[src/rtl/count_sequence_checker_pkg.sv]
// Shared constants and types for the count sequence checker.
//   state_e  : checker FSM states (hunt, sync, locked, fault)
//   ErrCntW  : width of the saturating mismatch counter
package count_sequence_checker_pkg;

  localparam int unsigned ErrCntW = 8;

  typedef enum logic [1:0] {
    StHunt   = 2'd0,
    StSync   = 2'd1,
    StLocked = 2'd2,
    StFault  = 2'd3
  } state_e;

endpackage

[src/rtl/sat_counter8.sv]
// Saturating up-counter for mismatch events.
// Ports:
//   clock   : clock, rising edge
//   clear_n : asynchronous active-low reset
//   clr     : synchronous clear
//   inc     : increment request (saturates at all-ones)
//   count   : current count
// clr and inc on the same edge yield a count of 1.
module sat_counter8
  import count_sequence_checker_pkg::*;
(
  input  logic               clock,
  input  logic               clear_n,
  input  logic               clr,
  input  logic               inc,
  output logic [ErrCntW-1:0] count
);

  logic [ErrCntW-1:0] count_q, count_d;

  always_comb begin
    count_d = count_q;
    if (clr) begin
      count_d = inc ? ErrCntW'(1) : '0;
    end else if (inc && (count_q != '1)) begin
      count_d = count_q + ErrCntW'(1);
    end
  end

  always_ff @(posedge clock or negedge clear_n) begin
    if (!clear_n) begin
      count_q <= '0;
    end else begin
      count_q <= count_d;
    end
  end

  assign count = count_q;

endmodule

[config.mk]
export PLATFORM = sky130hd
export DESIGN_NAME = sat_counter8
export DESIGN_NICKNAME = d
export VERILOG_FILES = /design/src/rtl/count_sequence_checker_pkg.sv /design/src/rtl/sat_counter8.sv
export SDC_FILE = /design/constraint.sdc
export NUM_CORES = 1
export LEC_CHECK = 0
export CORE_AREA = 2 2 39 41
export DETAILED_ROUTE_END_ITERATION = 10
export DIE_AREA = 0 0 41 43
export GPL_ROUTABILITY_DRIVEN = 1
export PLACE_DENSITY = 0.75
export SYNTH_ARGS = -nofsm -noshare
export SYNTH_HDL_FRONTEND = slang
export SYNTH_SLANG_ARGS = --single-unit
export TNS_END_PERCENT = 10
[constraint.sdc]
create_clock -name clock -period 1.4 [get_ports clock]
set_input_delay 0.28 -clock clock [delete_from_list [all_inputs] [get_ports clock]]
set_output_delay 0.28 -clock clock [all_outputs]
set_load 0.02 [all_outputs]
Word level (Yosys, flattened, before mapping)
Cells that the tools add are included.
{"block": "totals", "out_inout_bits": 8, "inputBits": 4, "regBits": 8}
{"block": "classes", "n_reduce_logical": 2, "n_addsub": 1, "eq_ne": 1, "muxes": 3}
{"operator": "8-bit 2-to-1 mux", "count": 2}
{"operator": "8-bit by 1-bit adder with 8-bit output, second input constant", "count": 1}
{"operator": "8-bit inequality test, second input constant", "count": 1}
{"operator": "2-bit nonzero test", "count": 1}
{"operator": "1-bit logical AND", "count": 1}
{"operator": "1-bit 2-to-1 mux", "count": 1}

Logic depth before layout (Yosys ltp)
{"block": "logic_depth", "depth_word": 4, "mapped_depth": 4, "ltp_nobuf": 4}

Worst setup path before layout
No wires, ideal clock.
{"block": "synth_path", "kind": "register to register", "from": "register count_q[0], in the netlist count[0]", "to": "register count_q[5], in the netlist count[5]", "stages_incl_launch_ff": 5, "setup_slack_ps": -84, "setup_time_ps": 132, "required_ps": 1268, "arrival_ps": 1352, "synth_period_minus_slack_ps": 1484, "cell_sequence": "dfrtp_1 -> ha_1 -> and3_1 -> a2111oi_2 -> nor3b_1"}
{"block": "synth_between", "elab_chain_len": 3, "elab_cells_between_ends": 6, "cone_classes": "add/sub (1); eq/ne (1); mux (2); reduce/logical (2)"}
{"element": "start, declared", "line": "sat_counter8.sv:19", "source": "logic [ErrCntW-1:0] count_q, count_d;"}
{"element": "start signal, assigned", "line": "sat_counter8.sv:34", "source": "count_q <= count_d;"}
{"element": "8-bit by 1-bit adder with 8-bit output / 8-bit inequality test (equally long branches)", "line": "sat_counter8.sv:26, sat_counter8.sv:25"}
{"element": "8-bit 2-to-1 mux / 1-bit logical AND (equally long branches)", "line": "sat_counter8.sv:25", "source": "end else if (inc && (count_q != '1)) begin"}
{"element": "8-bit 2-to-1 mux / 2-bit nonzero test (equally long branches)"}
Several ways; a longest one is shown, not always the timed one. The select of a mux whose other input is x is not followed.
A chain may end at the register's enable or synchronous reset.

Worst setup path in the final report
{"block": "layout_path", "from": "register count_q[1], in the netlist count[1]", "to": "register count_q[1], in the netlist count[1]"}
The elaborated chain is that of the path after synthesis.

==> impl_metrics.json <==
{
  "antenna_found_initial": 0,
  "crit_fanout": 5,
  "synth_commonest_cells": "dfrtp_1, a21oi_1, nand2b_1",
  "place_hpwl_um": 1020,
  "async_flop_share_pct": 100,
  "finalMaxSlewViolations": 0,
  "drc": 0,
  "port_buffers": 11,
  "totalWireLength_um": 1350,
  "fmax_mhz": 735,
  "dieArea_um2": 1760,
  "overflow": 0,
  "cp_slowest_stage_delay_ns": 0.42,
  "nFillCells": 137,
  "yosys_register_bits": 8,
  "power_uw": 548,
  "yosysMostFrequentCell": "dfrtp_1",
  "leakage_uw": 0.000319,
  "slowest_stage": "dfrtp_2",
  "stdcell_area_um2": 707,
  "postCtsHoldBufs": 0,
  "fin_cells": 86,
  "synth_flop_cell": "dfrtp_1",
  "critPathRequiredTime_ns": 1.58,
  "chipHeight_um": 43,
  "path_cells": "ha_2 > and3_4 > a21oi_1 > mux2i_1",
  "io_pins": 12,
  "grt_start_max_net_pins": 10,
  "skew_ns": 0.00364,
  "layout.nets": 76,
  "place_congestion": 0.781,
  "antenna_left": 0,
  "max-slew-margin-rel_pct": 72.6,
  "crit_family": "flip-flops",
  "grt_pass1_wl_um": 2150,
  "synth_seq_area_share_pct": 42.3,
  "area_delta_synth_final_pct": 49.5,
  "first_pass_iters": 4,
  "post_dp_cell_area_um2": 669,
  "finalSetupViolCount": 0,
  "syn-instance-count": 47,
  "vias": 487,
  "cts_sinks": 8,
  "status": "complete, no violations",
  "core_um2": 1380,
  "yosysTopAreaCell": "dfrtp_1",
  "worst_setup_path_start_kind": "flip-flop",
  "synth_area_per_cell_um2": 10.1,
  "syn-num-nets": 52,
  "cap_violations": 0,
  "drt_iter0_markers": 12,
  "start_util_pct": 34.2,
  "cts_made_buffers": 3,
  "h-tree-depth": 1,
  "ir_drop_uv": 259,
  "clock_path_buffers": 2,
  "core.rowCount": 14,
  "finalCritPeriodShare_pct": 97.1,
  "arrival_ns": 1.54,
  "synth_top_area_share_pct": 42.3,
  "crit_buf_inv": 0,
  "setup_tns_ns": 0,
  "synth.distinct_cells": 27,
  "largest_reg_flops": 8,
  "drive_gt1_share_pct": 31.4,
  "antennaDiodeCount": 0,
  "path_class": "reg -> reg",
  "clk_latency_ns": 0.27,
  "cts_root_buf": "clkbuf_4",
  "finalCriticalPeriod_ns": 1.36,
  "via_per_inst": 5.66,
  "synth_edf_count": 0,
  "synth_area_leaders": "dfrtp_1, a21oi_1, nand2b_1",
  "syn_area_um2": 473,
  "grt_pass1_vias": 490,
  "p_per_area_nw_per_um2": 775,
  "track_usage_pct": 18.8,
  "dp.cells": 81,
  "tightest_slew_ns": 0.410,
  "wl_per_cell_um": 15.7,
  "ys_warn_count": 0,
  "min_path_type": "in -> async",
  "rsz0062_at_grt": "false",
  "cts_tree": "built",
  "die_w_um": 41,
  "clkTransAtPathRegs_ns": 0.06,
  "cp-end-kind": "flip-flop",
  "hold_viol": 0
}
## worst paths after layout
| path | depth (start not counted) | slack (ns) | start | endpoint |
|---|---|---|---|---|
| max | 4 | 0.04 | count[1] | count[1] |
| min | 1 | 0.31 | clear_n | count[5] |
| max reg2reg | 4 | 0.04 | count[1] | count[1] |
| min reg2reg | 2 | 0.60 | count[1] | count[1] |
| max in group asynchronous | 1 | 0.78 | clear_n | count[0] |
| min in group clock | 2 | 0.60 | count[1] | count[1] |
## power breakdown
part / switching (µW) / total (µW) / leakage [µW] / internal, µW
Sequential: 8.76 / 250 / 0.000106 / 241
Clock: 96.1 / 206 / 0.0000150 / 110
Combinational: 47.2 / 91.8 / 0.000198 / 44.7
Total: 152 / 548 / 0.000319 / 396
## per-layer routing
| layer | vias to the layer above | share of wire [%] | global-route usage [%] |
|---|---|---|---|
| met3 | 4 | 5.1 | 3.66 |
| li1 | 226 | - | - |
| met5 | - | 0 | 0 |
| met1 | 233 | 40 | 20.8 |
| met2 | 24 | 52 | 28.7 |
| met4 | 0 | 3.2 | 16.0 |
## metrics by stage
stage	setup WS [ns]	util, %	hold slack (ns)
floorplan	0.0190	-	-0.0156
global placement	-0.138	48.4	0.592
detailed placement	-0.199	48.4	0.600
CTS	0.0217	50.5	0.313
global route	0.00936	51.1	0.327
finish	0.0403	51.1	0.306
## cells in the final DEF (no fill, tap or decap)
cell,count
o21ai_0,2
o211ai_1,1
clkdlybuf4s50_1,3
nand4_2,1
a311oi_1,1
and4bb_2,1
nand2_1,3
and4_4,1
nor3b_1,1
a21oi_1,5
ha_2,1
nand2b_1,4
a2111oi_4,1
nor3_1,1
a211o_1,1
a21boi_2,1
nand4_1,1
and3_4,1
mux2i_1,1
o31ai_1,1
dlygate4sd2_1,7
clkbuf_4,3
clkdlybuf4s15_1,1
dfrtp_1,6
a41oi_1,1
dfrtp_2,2
nand3_1,1
inv_1,2
clkbuf_1,1
buf_4,10
or3_1,2
a211oi_1,1
and3_1,1
## final cells by class
cell class / count / area, µm² / area share, %
Tap cell: 16 / 20.0 / 2.83
Timing Repair Buffer: 21 / 176 / 25.0
Clock buffer: 4 / 26.3 / 3.72
Inverter: 2 / 7.51 / 1.06
Sequential cell: 8 / 203 / 28.7
Multi-Input combinational cell: 35 / 274 / 38.8
## timing repair
| action | CTS | global route |
|---|---|---|
| endpoints found under the setup margin | 9 | 2 |
| gates resized for setup | 9 | 1 |
| pin swaps | 0 | 1 |
| setup buffers | 0 | 1 |
## kinds of logic after synthesis
group                    share of synthesized area (%)
multiplexers                                      2.12
flip-flops                                        42.3
AND/OR/NAND/NOR                                   25.7
adder cells (fa/ha/maj)                           2.65
AO/OA/AOI/OAI                                     23.3
buffers and inverters                             3.97
Note: power is estimated with default switching activity, not from simulation.
